--- config.mk ---
export PLATFORM = sky130hd
export DESIGN_NAME = dp_sequencer
export DESIGN_NICKNAME = d
export VERILOG_FILES = /design/src/rtl/dp_seq_pkg.sv /design/src/rtl/dp_seq_prog_mem.sv /design/src/rtl/dp_sequencer.sv
export SDC_FILE = /design/constraint.sdc
export NUM_CORES = 1
export LEC_CHECK = 0
export ABC_AREA = 1
export CAP_MARGIN = 20
export CORE_ASPECT_RATIO = 1.4
export CORE_UTILIZATION = 35
export CTS_CLUSTER_DIAMETER = 120
export DETAILED_ROUTE_END_ITERATION = 6
export GPL_TIMING_DRIVEN = 1
export SLEW_MARGIN = 20
export SYNTH_ARGS = -nofsm -noshare
export SYNTH_HDL_FRONTEND = slang
export SYNTH_HIERARCHICAL = 1
export SYNTH_SLANG_ARGS = --single-unit
export TNS_END_PERCENT = 50
--- constraint.sdc ---
create_clock -name clk -period 2.7 [get_ports clk]
set_input_delay 0.405 -clock clk [delete_from_list [all_inputs] [get_ports clk]]
set_output_delay 0.405 -clock clk [all_outputs]
set_load 0.02 [all_outputs]
--- src/rtl/dp_seq_pkg.sv ---
// dp_seq_pkg -- shared types and constants for the dp_sequencer microcode
// sequencer.
//   op_e    : micro-instruction opcode (word bits [15:14])
//   state_e : sequencer FSM states
//   mcode_t : 14-bit datapath control word layout
// Optional feature macro used by the sequencer: DP_SEQ_STEP_LIMIT_EN.
package dp_seq_pkg;

    localparam int unsigned INSTR_W = 16;
    localparam int unsigned MC_W    = 14;

    // machineCode field positions
    localparam int unsigned MC_RFSRC_BIT   = 13;
    localparam int unsigned MC_RADDR1_LSB  = 10;
    localparam int unsigned MC_RADDR2_LSB  = 7;
    localparam int unsigned MC_WADDR_LSB   = 4;
    localparam int unsigned MC_WREN_BIT    = 3;
    localparam int unsigned MC_ALUOP_LSB   = 1;
    localparam int unsigned MC_OUTLOAD_BIT = 0;

    typedef enum logic [1:0] {
        OP_EXEC = 2'b00,
        OP_JLE  = 2'b01,
        OP_JMP  = 2'b10,
        OP_HALT = 2'b11
    } op_e;

    typedef enum logic [1:0] {
        S_IDLE = 2'd0,
        S_RUN  = 2'd1,
        S_DONE = 2'd2
    } state_e;

    typedef struct packed {
        logic       rf_src;
        logic [2:0] raddr1;
        logic [2:0] raddr2;
        logic [2:0] waddr;
        logic       wr_en;
        logic [1:0] alu_op;
        logic       out_load;
    } mcode_t;

    // Keeps the register read addresses live (so the datapath still
    // evaluates le) while removing any write, ALU op or output load.
    function automatic mcode_t mcode_ctrl_off(input logic [MC_W-1:0] field);
        logic [MC_W-1:0] w;
        w = field;
        w[MC_WREN_BIT]         = 1'b0;
        w[MC_ALUOP_LSB +: 2]   = 2'b00;
        w[MC_OUTLOAD_BIT]      = 1'b0;
        return mcode_t'(w);
    endfunction

endpackage

--- src/rtl/dp_seq_prog_mem.sv ---
// dp_seq_prog_mem -- microprogram store for dp_sequencer.
// DEPTH x 16 register array, synchronous write, asynchronous read, no reset.
//   clk     : write clock
//   i_we    : write strobe
//   i_waddr : write address
//   i_wdata : write data
//   i_raddr : read address
//   o_rdata : read data (combinational)
module dp_seq_prog_mem #(
    parameter int unsigned DEPTH = 16,
    parameter int unsigned AW    = $clog2(DEPTH)
) (
    input  logic          clk,
    input  logic          i_we,
    input  logic [AW-1:0] i_waddr,
    input  logic [15:0]   i_wdata,
    input  logic [AW-1:0] i_raddr,
    output logic [15:0]   o_rdata
);

    logic [15:0] r_mem [DEPTH];

    always_ff @(posedge clk) begin
        if (i_we) begin
            r_mem[i_waddr] <= i_wdata;
        end
    end

    assign o_rdata = r_mem[i_raddr];

endmodule

--- src/rtl/dp_sequencer.sv ---
// dp_sequencer -- programmable microcode sequencer driving the
// register-file/ALU datapath control word.
// Ports:
//   clk, reset_n   : clock, asynchronous active-low reset
//   start          : run request (accepted in IDLE only)
//   le             : datapath comparator flag, used by JLE
//   prog_we/addr/wdata : program write port (IDLE only)
//   machineCode    : 14-bit control word (0 outside RUN)
//   busy           : high while running
//   done           : one-cycle pulse at end of run
//   err            : run ended by step limit, held until next start
//   pc             : program counter (debug)
// Optional feature: define DP_SEQ_STEP_LIMIT_EN to abort runs that reach
// MAX_STEPS RUN cycles without executing HALT.
module dp_sequencer
    import dp_seq_pkg::*;
#(
    parameter int unsigned PROG_DEPTH = 16,
    parameter logic [7:0]  MAX_STEPS  = 8'd255,
    localparam int unsigned AW        = $clog2(PROG_DEPTH)
) (
    input  logic            clk,
    input  logic            reset_n,
    input  logic            start,
    input  logic            le,
    input  logic            prog_we,
    input  logic [AW-1:0]   prog_addr,
    input  logic [15:0]     prog_wdata,
    output logic [13:0]     machineCode,
    output logic            busy,
    output logic            done,
    output logic            err,
    output logic [AW-1:0]   pc
);

    state_e          r_state;
    logic [AW-1:0]   r_pc;
    logic [15:0]     w_instr;
    op_e             w_op;
    logic [13:0]     w_field;
    logic [AW-1:0]   w_pc_inc;
    logic [AW-1:0]   w_target;
    logic            w_run;
    logic            w_mem_we;
    logic            w_limit;
    mcode_t          w_mc;

    assign w_run    = (r_state == S_RUN);
    assign w_mem_we = prog_we && (r_state == S_IDLE);

    dp_seq_prog_mem #(
        .DEPTH (PROG_DEPTH),
        .AW    (AW)
    ) u_prog_mem (
        .clk     (clk),
        .i_we    (w_mem_we),
        .i_waddr (prog_addr),
        .i_wdata (prog_wdata),
        .i_raddr (r_pc),
        .o_rdata (w_instr)
    );

    assign w_op     = op_e'(w_instr[15:14]);
    assign w_field  = w_instr[13:0];
    assign w_target = w_field[AW-1:0];
    assign w_pc_inc = r_pc + 1'b1;  // PROG_DEPTH is a power of two: wraps naturally

`ifdef DP_SEQ_STEP_LIMIT_EN
    logic [7:0] r_steps;
    logic       r_err;

    // Limit fires in the MAX_STEPS-th RUN cycle of a run.
    assign w_limit = w_run && ((r_steps + 8'd1) == MAX_STEPS);

    always_ff @(posedge clk or negedge reset_n) begin
        if (!reset_n) begin
            r_steps <= '0;
            r_err   <= 1'b0;
        end else if (r_state == S_IDLE) begin
            if (start) begin
                r_steps <= '0;
                r_err   <= 1'b0;
            end
        end else if (w_run) begin
            r_steps <= r_steps + 8'd1;
            if (w_limit && (w_op != OP_HALT)) begin
                r_err <= 1'b1;
            end
        end
    end

    assign err = r_err;
`else
    logic w_unused_max_steps;

    assign w_unused_max_steps = ^MAX_STEPS;
    assign w_limit            = 1'b0;
    assign err                = 1'b0;
`endif

    // Control word decode; HALT wins over the step limit.
    always_comb begin
        w_mc = '0;
        if (w_run) begin
            if (w_op == OP_EXEC) begin
                w_mc = mcode_t'(w_field);
            end else begin
                w_mc = mcode_ctrl_off(w_field);
            end
            if (w_limit && (w_op != OP_HALT)) begin
                w_mc = '0;
            end
        end
    end

    always_ff @(posedge clk or negedge reset_n) begin
        if (!reset_n) begin
            r_state <= S_IDLE;
            r_pc    <= '0;
        end else begin
            case (r_state)
                S_IDLE: begin
                    if (start) begin
                        r_state <= S_RUN;
                        r_pc    <= '0;
                    end
                end
                S_RUN: begin
                    if (w_op == OP_HALT || w_limit) begin
                        r_state <= S_DONE;
                    end else begin
                        case (w_op)
                            OP_JLE:  r_pc <= le ? w_target : w_pc_inc;
                            OP_JMP:  r_pc <= w_target;
                            default: r_pc <= w_pc_inc;
                        endcase
                    end
                end
                S_DONE: begin
                    r_state <= S_IDLE;
                end
                default: begin
                    r_state <= S_IDLE;
                end
            endcase
        end
    end

    assign machineCode = w_mc;
    assign busy        = w_run;
    assign done        = (r_state == S_DONE);
    assign pc          = r_pc;

endmodule

After elaboration in Yosys (flattened, before gate mapping) --
Memories as Yosys holds them, arrays and structs flattened. Index checks and enable logic that the tools add are counted.
Operators by class: add/subtract/negate cells 1, equal/unequal tests 8, mux-type cells 12, reductions and logical operators 6
Operators with widths (count):
- $mux W4 | 4
- $pmux W4 S2 | 2
- $mux W14 | 1
- $eq A2 B2 Y1 const B | 3
- $add A4 B1 Y4 const B | 1
- $eq A2 B1 Y1 const B | 2
- $logic_not A2 Y1 | 2
- $mux W2 | 2
- $ne A2 B2 Y1 const B | 2
- $pmux W2 S2 | 1
- $reduce_and A3 Y1 | 1
- $mux W1 | 2
- $ne A2 B1 Y1 const B | 1
- $reduce_and A2 Y1 | 1
- $reduce_bool A2 Y1 | 1
- $logic_and A1 B1 Y1 | 1
Storage, ports and cells: flip-flop bits (word level) 6, bits in writable memories 256, input port bits 25, word-level logic and storage cells 30, memories 1
Memory list:
- u_prog_mem.r_mem | depth 16, bits a word 16, read ports 1, clocked after Yosys merged registers in 0, wr ports 1, line dp_seq_prog_mem.sv:21 | logic [15:0] r_mem [DEPTH];

Longest topological paths before layout --
word-level depth 5, depth in mapped cells 17, gate-level depth less buffers 15

Hierarchy --
The synthesis kept the hierarchy.
Modules (own cells, without submodules):
- dp_seq_prog_mem | instances 1, cells each 1058, area an instance 11060.6 um2, seq. area each 7687.4 um2
- dp_sequencer | instances 1, cells each 89, area an instance 563.0 um2, seq. area each 150.1 um2

Least setup slack after synthesis --
OpenSTA, ideal clock, no wires.
kind flip-flop to output port, start point reg r_pc[2], in the netlist pc[2], end point out machineCode[0], arrival 1913 ps, required time 2295 ps, slack 382 ps, cell stages (with the launch flop) 11, buffers on the path 2, cell sequence dfrtp_1 -> buf_2 -> inv_1 -> clkbuf_1 -> nand3_1 -> nand3_1 -> nand2_1 -> inv_1 -> ha_1 -> nand2_1 -> nor2_1
Between the ends: cells in the longest elaborated chain, start to end 4
RTL lines:
- from (decl) | line dp_sequencer.sv:37 | logic [AW-1:0] r_pc;
- from (signal assigned) | line dp_sequencer.sv:133 | OP_JLE: r_pc <= le ? w_target : w_pc_inc;
- from (signal assigned) | line dp_sequencer.sv:134 | OP_JMP: r_pc <= w_target;
- from (signal assigned) | line dp_sequencer.sv:135 | default: r_pc <= w_pc_inc;
- $mem_v2 Z16 W16
- named net w_instr[14] | line dp_sequencer.sv:38 | logic [15:0] w_instr;
- $logic_not A2 Y1 | line dp_sequencer.sv:105 | if (w_op == OP_EXEC) begin
- $mux W4 | line dp_sequencer.sv:105
- $mux W14 | line dp_sequencer.sv:104 | if (w_run) begin
- to (decl) | line dp_sequencer.sv:29 | output logic [13:0] machineCode,
The timed path passes the listed nets, and every way through them passes these cells.

Worst setup path in the final report --
start point reg r_pc[0], in the netlist pc[0], end point out machineCode[1]
Same word-level chain as after synthesis.

==> impl_metrics.yaml <==
global_route:
  grt_overflow: 0
  grt_pass1_vias: 7773
  grt_start_max_net_pins: 46
  antenna_found_initial: 0
  grt.total_usage_pct: 17.8
  grt_pass1_wl_um: 45200
outcome:
  status: "complete, but fails checks"
  violations: "setup timing"
final_layout:
  drive_gt1_share_pct: 13.3
  area_delta_synth_final_pct: 20.6
  nets: 1264
  antennaDiodeCount: 0
  fin_util_pct: 43.0
routing:
  ant_nets: 0
  post-route-drc-count: 0
  vias: 7899
  drt_first_pass_iters: 5
  wl_um: 29000
  drt_iter0_markers: 738
  viasPerCell: 4.67
  routedWlPerCell_um: 17.1
setup_path:
  worstSetupStartpointType: "register"
  worstPathRequired_ns: 2.30
  cp_max_fo: 8
  critical_path_class: "reg -> out"
  cpLargestDelayFamily: "buffers and inverters"
  crit_chain: "clkinv_4 > buf_12 > buf_8 > nand2_2 > nand3_2 > nand3_1 > nand3_1 > nand2_2 > inv_2 > ha_4 > nand2_1 > nor2_1 > buf_4"
  critPathBufInv: 5
  cp-end-kind: "output port"
  slowest_delay_ns: 0.51
  slowest_stage: "dfrtp_4"
  critPathArrivalTime_ns: 2.31
sta:
  layout_setup_ws_ns: -0.0157
  rsz0062_at_grt: "yes"
  period_needed_ns: 2.72
  max_slew_margin_pct: 54.0
  hold_viol: 0
  slew_viol_final: 0
  setup_violations: 3
  worst_slew_pin_slew_ns: 0.688
  fin_hold_ws_ns: 0.133
  max_freq_mhz: 368
  setup_tns_ns: -0.0397
  finalCritPeriodShare_pct: 101
  clock_skew_ns: 0.0161
synthesis:
  synth_cell_types: 23
  syn_area_um2: 11600
  syn-instance-count: 1147
  yosysSeqAreaShare_pct: 67.4
  ys.warnings.count: 6
  synthAdderAreaFrac_pct: 0.538
  yosys.area_share.simple_pct: 21.9
  synth_top_family_by_area: "simple AND/OR/NAND/NOR gates"
  synth_area_per_cell_um2: 10.1
  synth_nets: 1177
  synth_mux_area_share_pct: 0
  ys_ff_latch: 262
  synth_top_area_share_pct: 66.1
  synth_compound_gate_area_share_pct: 0.291
  synth_xor_area_share_pct: 0.0753
  synth.area.top_cells: "edfxtp_1 (66%), nand2_1 (12%), nand3_1 (8.6%)"
  yosys.area.top_type: "edfxtp_1"
flow_run:
  cap_violations: 0
clock_tree:
  cts_hold_buf: 0
  cts_buffers: 24
  clock-root-buffer: "clkbuf_16"
  htreeDepth: 1
  cts_tree: "yes"
  clk_latency_ns: 0.54
  clock-sinks: 262
  clockBufferDepth: 3
  clk_pin_slew_ns: 0.07
place:
  io_buffers: 44
  hpwl_um: 17700
  gp_congestion: 0.826
  dpl_worst_slack_ns: -0.0145
power:
  peakVddDrop_uv: 667
  combinationalPowerShare_pct: 37.2
  p_sw_uw: 4570
  p_clk_share_pct: 27.5
  power_density_nw_per_um2: 938
  p_leak_uw: 0.00600
  swShare_pct: 34.7
  seqPwrFrac_pct: 35.3
  power.internal_uw: 8590
hold_path:
  hold_path_class: "in -> async"
die:
  start_util_pct: 35.7
  dieArea_um2: 34000
  chipWidth_um: 156
  num_rows: 78
  core_area_um2: 32600
  die_height_um: 218
  io_pins: 46
-- layout by cell type, fill, tap and decap left out, drive strengths merged --
| master | count |
|---|---|
| a21boi | 1 |
| a21oi | 1 |
| buf | 80 |
| bufbuf | 2 |
| bufinv | 4 |
| clkbuf | 29 |
| clkdlybuf4s15 | 2 |
| clkdlybuf4s50 | 30 |
| clkinv | 12 |
| conb | 1 |
| dfrtp | 6 |
| edfxtp | 256 |
| ha | 5 |
| inv | 216 |
| nand2 | 366 |
| nand3 | 199 |
| nand3b | 2 |
| nand4 | 1 |
| nor2 | 35 |
| nor3b | 1 |
| o21ai | 2 |
| xnor2 | 1 |
-- layout make-up --
cell class,instances,area (um^2)
Timing Repair Buffer,114,1200
Clock inverter,15,171
Sequential cell,262,7840
Tap cell,440,551
Multi-Input combinational cell,615,2760
Inverter,217,822
Clock buffer,29,671
Fill cell,3085,18600
-- cell usage after synthesis --
master    count
nor3b_1       1
ha_1          5
nand4_1       1
buf_2        20
nor2_4        1
nand3b_1      2
nor2_1       34
nand3_1     199
buf_4        19
clkbuf_1     10
o21ai_0       2
inv_1       214
a21boi_0      1
edfxtp_1    256
xnor2_1       1
inv_2         3
nand2_1     365
buf_6         3
dfrtp_1       6
nand2_4       1
a21oi_4       1
buf_1         1
conb_1        1
-- timing repair --
action / in CTS / in global routing
pin swaps: 9 / 11
setup buffers: 6 / 4
setup endpoints to repair: 14 / 14
gates resized for setup: 76 / 23
cloned: 2 / 0
-- per-stage QoR --
step,cell area (um^2),power [uW],cells
5_1_grt,14000,13800,1692
4_1_cts,13900,13100,1689
3_3_place_gp,13000,9210,1637
2_1_floorplan,11600,7630,1147
6_report,14000,13200,1692
3_5_place_dp,13000,9220,1637
-- per-layer routing --
| metal | vias to the layer above | part of all wire [%] | track usage, % | routed length [um] |
|---|---|---|---|---|
| li1 | 3846 | - | - | - |
| met1 | 3773 | 40 | 21.4 | 11500 |
| met2 | 222 | 52 | 31.9 | 14900 |
| met3 | 58 | 4.8 | 1.81 | 1390 |
| met4 | 0 | 4.1 | 7.78 | 1190 |
| met5 | - | 0 | 0 | 0 |
-- power by group through the flow --
stage	clock network [uW]	registers, uW	logic, uW
5_1_grt	3820	4660	5340
2_1_floorplan	0	4760	2870
3_3_place_gp	0	4730	4480
3_5_place_dp	0	4740	4480
6_report	3620	4650	4890
4_1_cts	3690	4650	4720
-- state kept, by name, summed over array words and instances, names as in the netlist --
register          flops
u_prog_mem/r_mem    256
pc                    4
r_state               2
-- worst paths after layout --
path | startpoint | endpoint | slack [ns] | cells after the start
hold reg to reg | pc[3]$_DFFE_PN0P_ | pc[3]$_DFFE_PN0P_ | 0.74 | 3
setup reg to reg | pc[0]$_DFFE_PN0P_ | pc[0]$_DFFE_PN0P_ | 0.30 | 17
hold / removal | reset_n | r_state[1]$_DFFE_PN0P_ | 0.13 | 1
min in group clk | start | r_state[0]$_DFFE_PN0P_ | 0.55 | 3
setup / recovery | pc[0]$_DFFE_PN0P_ | machineCode[1] | -0.02 | 13
max in group asynchronous | reset_n | pc[0]$_DFFE_PN0P_ | 2.28 | 1
-- kinds of logic (layout without fill, tap and decap cells) --
family          count (synthesis)  count (layout)
compound gates                  4               4
xor+xnor                        1               1
fa+ha+maj                       5               5
buf+inv                       270             375
flops                         262             262
other cells                     1               1
simple gates                  604             604
Note: power is estimated with default switching activity, not from simulation.
